==> config.mk <==
export PLATFORM = sky130hd
export DESIGN_NAME = uart_rx
export DESIGN_NICKNAME = d
export VERILOG_FILES = /design/src/rtl/uart_pkg.sv /design/src/rtl/uart_sync2.sv /design/src/rtl/uart_rx.sv
export SDC_FILE = /design/constraint.sdc
export NUM_CORES = 1
export LEC_CHECK = 0
export ABC_AREA = 1
export CORE_MARGIN = 2
export CORE_UTILIZATION = 50
export CTS_BUF_LIST = sky130_fd_sc_hd__clkbuf_2
export DETAILED_ROUTE_END_ITERATION = 10
export PLACE_DENSITY = 0.7
export SLEW_MARGIN = 0
export SYNTH_ARGS = -nofsm -noshare
export SYNTH_HDL_FRONTEND = slang
export SYNTH_HIERARCHICAL = 1
export SYNTH_SLANG_ARGS = --single-unit
==> constraint.sdc <==
create_clock -name clk -period 3.2 [get_ports clk]
set_input_delay 0.64 -clock clk [delete_from_list [all_inputs] [get_ports clk]]
set_output_delay 0.64 -clock clk [all_outputs]
set_load 0.03 [all_outputs]
==> src/rtl/uart_pkg.sv <==
// Shared UART definitions: receiver state encoding, frame width, and the
// default bit time used by both the transmitter and the receiver.
package uart_pkg;

    localparam int DATA_BITS            = 8;
    localparam int CLKS_PER_BIT_DEFAULT = 16;

    typedef enum logic [1:0] {
        IDLE  = 2'd0,
        START = 2'd1,
        DATA  = 2'd2,
        STOP  = 2'd3
    } uart_state_t;

endpackage

==> src/rtl/uart_sync2.sv <==
// Two-flop synchronizer for the asynchronous serial line. Both flops reset
// high so the line reads as idle coming out of reset.
module uart_sync2 (
    input  logic clk,
    input  logic clr,
    input  logic d,
    output logic q
);

    logic meta;

    always_ff @(posedge clk or negedge clr) begin
        if (!clr) begin
            meta <= 1'b1;
            q    <= 1'b1;
        end else begin
            meta <= d;
            q    <= meta;
        end
    end

endmodule

==> src/rtl/uart_rx.sv <==
// UART receiver, 8N1, LSB first, sampling each bit at its midpoint.
//
// state | meaning
// IDLE  | line high, waiting for a start-bit low level
// START | timing half a bit to confirm the start bit at its midpoint
// DATA  | sampling 8 data bits, one per bit time
// STOP  | timing to mid-stop-bit, then loading the byte and flags
module uart_rx
    import uart_pkg::*;
#(
    parameter int CLKS_PER_BIT = CLKS_PER_BIT_DEFAULT
) (
    input  logic       clk,
    input  logic       clr,
    input  logic       rxD,
    input  logic       rd,
    output logic [7:0] rx_data,
    output logic       rdrf,
    output logic       ferr,
    output logic       oerr
);

    localparam logic [15:0] HALF_TC  = 16'(CLKS_PER_BIT / 2 - 1);
    localparam logic [15:0] BIT_TC   = 16'(CLKS_PER_BIT - 1);
    localparam logic [2:0]  LAST_BIT = 3'(DATA_BITS - 1);

    uart_state_t          state;
    logic [15:0]          baud_cnt;
    logic [2:0]           bit_cnt;
    logic [DATA_BITS-1:0] shift_reg;
    logic                 rxs;
    logic                 frame_done;

    uart_sync2 u_sync (
        .clk (clk),
        .clr (clr),
        .d   (rxD),
        .q   (rxs)
    );

    assign frame_done = (state == STOP) && (baud_cnt == BIT_TC);

    always_ff @(posedge clk or negedge clr) begin
        if (!clr) begin
            state     <= IDLE;
            baud_cnt  <= '0;
            bit_cnt   <= '0;
            shift_reg <= '0;
            rx_data   <= '0;
            rdrf      <= 1'b0;
            ferr      <= 1'b0;
            oerr      <= 1'b0;
        end else begin
            case (state)
                IDLE: begin
                    if (!rxs) begin
                        baud_cnt <= '0;
                        state    <= START;
                    end
                end
                START: begin
                    if (baud_cnt == HALF_TC) begin
                        baud_cnt <= '0;
                        // A high level at mid-start is a glitch, not a frame
                        if (rxs) begin
                            state <= IDLE;
                        end else begin
                            bit_cnt <= '0;
                            state   <= DATA;
                        end
                    end else begin
                        baud_cnt <= baud_cnt + 16'd1;
                    end
                end
                DATA: begin
                    if (baud_cnt == BIT_TC) begin
                        baud_cnt  <= '0;
                        shift_reg <= {rxs, shift_reg[DATA_BITS-1:1]};
                        if (bit_cnt == LAST_BIT) begin
                            state <= STOP;
                        end else begin
                            bit_cnt <= bit_cnt + 3'd1;
                        end
                    end else begin
                        baud_cnt <= baud_cnt + 16'd1;
                    end
                end
                STOP: begin
                    if (baud_cnt == BIT_TC) begin
                        baud_cnt <= '0;
                        rx_data  <= shift_reg;
                        ferr     <= ~rxs;
                        state    <= IDLE;
                    end else begin
                        baud_cnt <= baud_cnt + 16'd1;
                    end
                end
                default: state <= IDLE;
            endcase

            // A read in the load cycle consumes the old byte, so the new one
            // stays pending without an overrun.
            if (frame_done) begin
                rdrf <= 1'b1;
                if (rdrf && !rd) begin
                    oerr <= 1'b1;
                end else if (rd) begin
                    oerr <= 1'b0;
                end
            end else if (rd && rdrf) begin
                rdrf <= 1'b0;
                oerr <= 1'b0;
            end
        end
    end

endmodule

==> results of run 1 <==
==> area by class of cell <==
cell class                 count  area share
clock buffer                   6      0.0129
clock inverter                 2      0.0161
inverter                      36      0.0592
multi-input combinational    169       0.374
sequential                    42       0.453
tap                           50      0.0269
timing repair buffer          14      0.0581
==> worst max path at each step <==
stage	startpoint	to	slack [ns]	cells past startpoint
2_1_floorplan	baud_cnt[0]	baud_cnt[8]	1.75	9
3_3_place_gp	rdrf	rdrf	1.53	1
3_5_place_dp	rdrf	rdrf	1.53	1
4_1_cts	rdrf	rdrf	1.02	1
5_1_grt	rdrf	rdrf	0.98	1
6_report	rdrf	rdrf	1.06	1
==> cell usage in the layout (no fill, tap or decap) <==
master,netlist,layout
nand4_1,3,3
nor2_1,15,15
o21ai_1,8,8
a21oi_1,1,1
clkinvlp_4,0,1
inv_2,1,1
nand2_1,70,70
clkdlybuf4s50_1,0,13
inv_4,1,1
nand2_2,2,2
bufinv_16,0,1
nor3_1,3,3
o22ai_1,3,3
nand2_4,1,1
nand3_1,20,20
xnor2_1,1,1
clkbuf_2,0,6
dfstp_2,2,2
nor2_2,3,3
nand3_2,1,1
ha_1,3,3
buf_2,1,1
o211ai_2,1,1
o21ai_0,17,17
inv_1,34,34
nor2_4,3,3
dfrtp_1,40,40
xor2_1,5,5
o21ai_2,9,9
==> where the power goes <==
group / leakage (nW) / switching, mW / internal (mW) / total (mW)
Sequential: 0.573 / 0.0398 / 0.567 / 0.607
Combinational: 0.466 / 0.198 / 0.0813 / 0.279
Clock: 0.0392 / 0.169 / 0.135 / 0.304
==> layer usage <==
metal / global-route usage / share of wire / vias up
li1: - / - / 832
met1: 0.247 / 0.50 / 727
met2: 0.255 / 0.45 / 22
met3: 0.0503 / 0.035 / 7
met4: 0.0662 / 0.017 / 0
met5: 0 / 0 / -
==> cells by family after synthesis <==
| kind of cell | synth area share |
|---|---|
| XOR/XNOR | 0.0249 |
| adder cells (fa/ha/maj) | 0.0178 |
| AO/OA/AOI/OAI | 0.114 |
| AND/OR/NAND/NOR | 0.256 |
| flip-flops | 0.500 |
| buffers and inverters | 0.0878 |
==> stage by stage <==
step | setup slack, ns | utilization | instances | hold slack, ns | power, mW
after floorplan | 1.75 | - | 251 | 0.344 | 0.847
after global placement | 1.53 | 0.561 | 311 | 0.347 | 0.895
after detailed placement | 1.53 | 0.561 | 311 | 0.347 | 0.899
after CTS | 1.02 | 0.577 | 319 | 0.349 | 1.21
after global routing | 0.976 | 0.577 | 319 | 0.382 | 1.27
final | 1.06 | 0.577 | 319 | 0.332 | 1.19
==> metrics.md, run 1 <==
| Metric | Value |
|---|---|
| Max-slew headroom | 0.396 |
| Kind of critical path | register to primary output |
| Synth Flop Type | dfrtp_1 |
| FF+latch area | between 0.001 and 0.0015 mm² |
| Crit-path max cell delay | between 0.6 and 0.7 ns |
| Nets | 275 |
| GRT overflow | 0 |
| Vias in the first global route | 1395 |
| Finished Cell Area | 0.00233 mm² |
| Max-cap violations | 0 |
| Vias | between 1500 and 2000 |
| Synth warnings | 6 |
| Synth unique cells | 27 |
| # hold bufs at CTS | 0 |
| Status | finished, final reports clean |
| Core ar. | 0.00403 mm² |
| Top post-synthesis cells by area | dfrtp_1 47%, nand2_1 12%, inv_1 6.1%, nand3_1 4.7%, o21ai_0 4.0% |
| Drt wl/cell | 11.2 µm |
| Async SR Flop Fraction | 1.00 |
| Global router's overall resource usage | 0.175 |
| Ports | 15 |
| Type of origin of the critical path | register |
| Largest register FFs | 16 |
| Fin. max-slew vios | 0 |
| Tcrit/Tclk final | 0.668 |
| Mapped Area | approximately 0.0021 mm² |
| Vias per inst | 4.98 |
| PwrDens | between 500 and 600 mW/mm² |
| Syn Inst Count | 251 |
| N_diodes | 0 |
| DR pass1 iterations | 4 |
| Crit path max fanout | 4 |
| Crit path arrival time | approximately 1.5 ns |
| Min cycle time layout | 2.14 ns |
| Initial DRC Count | 55 |
| CTS tree | built |
| Worst-path clk slew | 0.20 ns |
| Chip height | between 60 and 70 µm |
| Pin count of the biggest net entering global routing | 43 |
| Routability cong. | roughly 0.8 |
| Number of synthesized flops with an enable pin | 0 |
| Critical path required time | 2.56 ns |
| H-tree Lvls | 2 |
| Site Rows | 23 |
| CP Cell Sequence | clkdlybuf4s50_1 |
| Post-synth top area cell | dfrtp_1 |
| DR DRC count | 0 |
| P_leak | 1.08 nW |
| Clk root buf | clkbuf_2 |
| Worst r2r src | baud_cnt[1] |
| Routed Antenna Nets | 0 |
| Layout cells sized above 1 | 0.123 |
| Number of port buffers | 14 |
| #FFs+latches synth | 42 |
| Synth top cells by count | 70 x nand2_1, 40 x dfrtp_1, 34 x inv_1 |
| Worst VDD drop | slightly below 0.3 mV |
| TNS Setup | 0 ns |
| Worst R2R Setup Slack | ~1.5 ns |
| Crit path max-delay family | buffers and inverters |
| Sequential area share after synthesis | 0.500 |
| Post-CTS setup buffer count | 0 |
| Clock skew | between 0.004 and 0.005 ns |
| Final hold violation count | 0 |
| Num Clock Sinks | 42 |
| Initial antenna violation count | 0 |
| WL final | around 3600 µm |
| Area Growth Syn to Fin | 10.3% |
| First-pass GRT wire length | slightly above 6000 µm |
| Worst-margin pin slew | 0.906 ns |
| Net Count, Synth | 258 |
| Clock Latency Late Sink | 0.40 ns |
| Cts repair resizes | 0 |
| Peak Freq | between 400 and 500 MHz |
| HP Class | primary input to async pin |
| Syn_area_per_cell | about 8.4 µm² |
| Filler cells | 359 |
| Bufs and invs on worst path | 1 |
| Dpl cell area | 0.00226 mm² |
| Critical path endpoint category | primary output |
| Synth top area share | 0.475 |
| # setup viols final | 0 |
| Top-count cell post-synth | nand2_1 |
| Setup repair after global routing missed its margin | no |
| Max clock buf depth | 2 |
| Area of the multi-input gates | 870 µm² |
| Cts bufs inserted | 5 |
| CP max stage cell | clkdlybuf4s50_1 |
| Reg2reg path depth | 9 |
| Hpwl dp | 2530 µm |
| Die Area | 0.00475 mm² |
| Die W | 68.9 µm |
| Initial Util | 0.523 |
No activity file was read; power rests on OpenSTA's default activity.
==> run 2, diff against run 1 <==
- PLACE_DENSITY: 0.7 -> 0.72
- clock period: 3.2 -> 1.8 ns (I/O delays scaled with it)
==> run 2 against run 1 <==
Clock skew up 0.015 ns. Largest power group unchanged. Hold slack worse by 0.021 ns. Largest cell class unchanged. Utilization grew 1.0 points. Wire length up 9.3%. Register-to-register slack worse by 1.3 ns.
==> metrics.md, run 2 (same netlist as run 1, synthesis figures left out) <==
| Metric | Value |
|---|---|
| Hpwl dp | 2790 µm (was 2530 µm) |
| DR pass1 iterations | 4 (unchanged) |
| DR DRC count | 0 (unchanged) |
| Dpl cell area | 0.00227 mm² (was 0.00226 mm²) |
| CTS tree | built (unchanged) |
| Initial Util | 0.523 (unchanged) |
| Max-slew headroom | 0.654 (was 0.396) |
| Min cycle time layout | 1.64 ns |
| Global router's overall resource usage | 0.204 (was 0.175) |
| PwrDens | 918 mW/mm² (was 512 mW/mm²) |
| Net switching power | 763 µW (was 407 µW) |
| Kind of critical path | register to register (was register to primary output) |
| Worst r2r src | baud_cnt[0] (was baud_cnt[1]) |
| Clock skew | 0.0200 ns (was 0.00461 ns) |
| Max-cap violations | 0 (unchanged) |
| Routability cong. | 0.831 (was 0.812) |
| WL final | 3900 µm (was 3560 µm) |
| H-tree Lvls | 2 (unchanged) |
| Clk pwr share | 0.254 (was 0.256) |
| Pin count of the biggest net entering global routing | 43 (unchanged) |
| Cts bufs inserted | 5 (unchanged) |
| Initial DRC Count | 148 (was 55) |
| Drt wl/cell | 12.0 µm (was 11.2 µm) |
| Finished Cell Area | 0.00237 mm² (was 0.00233 mm²) |
| Vias per inst | 5.12 (was 4.98) |
| Type of origin of the critical path | register (unchanged) |
| Setup crit end | bit_cnt[2] (was rdrf) |
| CP Cell Sequence | ha_1 > nand3_1 > nor2_1 > nand2_1 > nand2_1 > nand3_1 > nand2_1 > o21ai_0 (was clkdlybuf4s50_1) |
| Sw frac | 0.351 (was 0.342) |
| Number of port buffers | 14 (unchanged) |
| Slack of the critical path | 0.164 ns (was 1.06 ns) |
| Crit path launch | baud_cnt[0] (was rdrf) |
| Crit-path max cell delay | 0.41 ns (was 0.68 ns) |
| P_leak | 1.16 nW (was 1.08 nW) |
| Setup repair after global routing missed its margin | no (unchanged) |
| CP max stage cell | dfrtp_1 (was clkdlybuf4s50_1) |
| Commonest non-fill, non-tap cell in the layout | nand2_1 (unchanged) |
| Layout cells sized above 1 | 0.138 (was 0.123) |
| Largest register FFs | 16 (unchanged) |
| Worst-margin pin slew | 0.519 ns (was 0.906 ns) |
| Critical path endpoint category | register (was primary output) |
| Worst R2R Setup Slack | 0.16 ns (was 1.51 ns) |
| Sequential fraction of design power | 0.499 (was 0.510) |
| Cell count after placement | 313 (was 311) |
| Max clock buf depth | 2 (unchanged) |
| Core ar. | 0.00403 mm² (unchanged) |
| Clk root buf | clkbuf_2 (unchanged) |
| Area Growth Syn to Fin | 12.3% (was 10.3%) |
| Logic pwr share | 0.248 (was 0.235) |
| Vias in the first global route | 1555 (was 1395) |
| Status | finished, final reports clean (unchanged) |
| Chip height | 68.9 µm (unchanged) |
| Die W | 68.9 µm (unchanged) |
| GRT overflow | 0 (unchanged) |
| Reg2reg end | bit_cnt[2] |
| Vias | 1663 (was 1588) |
| TNS Setup | 0 ns (unchanged) |
| Final hold slack | 0.312 ns (was 0.332 ns) |
| Final hold violation count | 0 (unchanged) |
| Num Clock Sinks | 42 (unchanged) |
| Peak Freq | 611 MHz |
| Crit path arrival time | 1.93 ns (was 1.50 ns) |
| Worst VDD drop | 0.586 mV (was 0.290 mV) |
| Pre-CTS setup slack | 0.141 ns (was 1.53 ns) |
| Non-filler cells, final | 325 (was 319) |
| Nets | 281 (was 275) |
| Tcrit/Tclk final | 0.909 |
| Critical path required time | 2.10 ns (was 2.56 ns) |
| Site Rows | 23 (unchanged) |
| Most frequent cells in the layout | 70 x nand2_1, 40 x dfrtp_1, 34 x inv_1 (unchanged) |
| Worst-path clk slew | 0.21 ns (was 0.20 ns) |
| Die Area | 0.00475 mm² (unchanged) |
| CP dominant cell by count | nand2_1 |
| Ports | 15 (unchanged) |
| Int Pwr | 1.41 mW (was 783 µW) |
| Crit path max fanout | 5 (was 4) |
| Clock Latency Late Sink | 0.42 ns (was 0.40 ns) |
| First-pass GRT wire length | 7010 µm (was 6110 µm) |
| # setup viols final | 0 (unchanged) |
| Routed Antenna Nets | 0 (unchanged) |
| N_diodes | 0 (unchanged) |
| Fin. max-slew vios | 0 (unchanged) |
| Reg2reg path depth | 8 (was 9) |
| HP Class | primary input to register (was primary input to async pin) |
| Initial antenna violation count | 0 (unchanged) |
==> run 2: worst min path at each step <==
stage	endpoint	from	cells past startpoint
2_1_floorplan	async pin	clr	0
3_3_place_gp	u_sync/q	u_sync/meta	0
3_5_place_dp	u_sync/q	u_sync/meta	0
4_1_cts	u_sync/meta	rxD	1
5_1_grt	u_sync/meta	rxD	1
6_report	u_sync/meta	rxD	1
==> run 2: layout make-up <==
type | instances | area [µm²]
timing repair buffer | 20 | 169
sequential | 42 | 1050
clock inverter | 2 | 37.5
clock buffer | 6 | 30.0
tap | 50 | 62.6
fill | 387 | 1660
multi-input combinational | 169 | 875
inverter | 36 | 140
==> run 2: metal layers <==
metal / up-vias / global-route usage / share of wire
met5: - / 0 / 0
met4: 0 / 0.0760 / 0.022
met3: 8 / 0.0584 / 0.043
met2: 34 / 0.315 / 0.45
met1: 777 / 0.273 / 0.48
li1: 844 / - / -
==> run 2: repair_timing <==
item,4_1_cts,5_1_grt
hold buffers,1,0
pin swaps,0,1
endpoints found under the setup margin,11,4
hold endpoints to repair,40,0
gates resized for setup,11,2
setup buffers,0,3
==> run 2: worst max-delay path, delay by kind of cell, from the launching register on <==
family / cells / cell delay, ns
compound gates: 1 / 0.10
fa+ha+maj: 1 / 0.24
flops: 1 / 0.41
simple gates: 6 / 0.77
==> run 2: through the flow <==
stage                     total power [mW]  utilization
after floorplan                       1.51            -
final                                 2.17        0.588
after CTS                             2.16        0.580
after global placement                1.60        0.564
after global routing                  2.33        0.588
after detailed placement              1.62        0.564
==> run 2: power by group through the flow <==
stage | sequential [mW] | clock [mW] | combinational (mW)
after floorplan | 1.08 | 0 | 0.422
after global placement | 1.10 | 0 | 0.507
after detailed placement | 1.10 | 0 | 0.516
after CTS | 1.08 | 0.560 | 0.521
after global routing | 1.10 | 0.605 | 0.625
final | 1.08 | 0.551 | 0.538
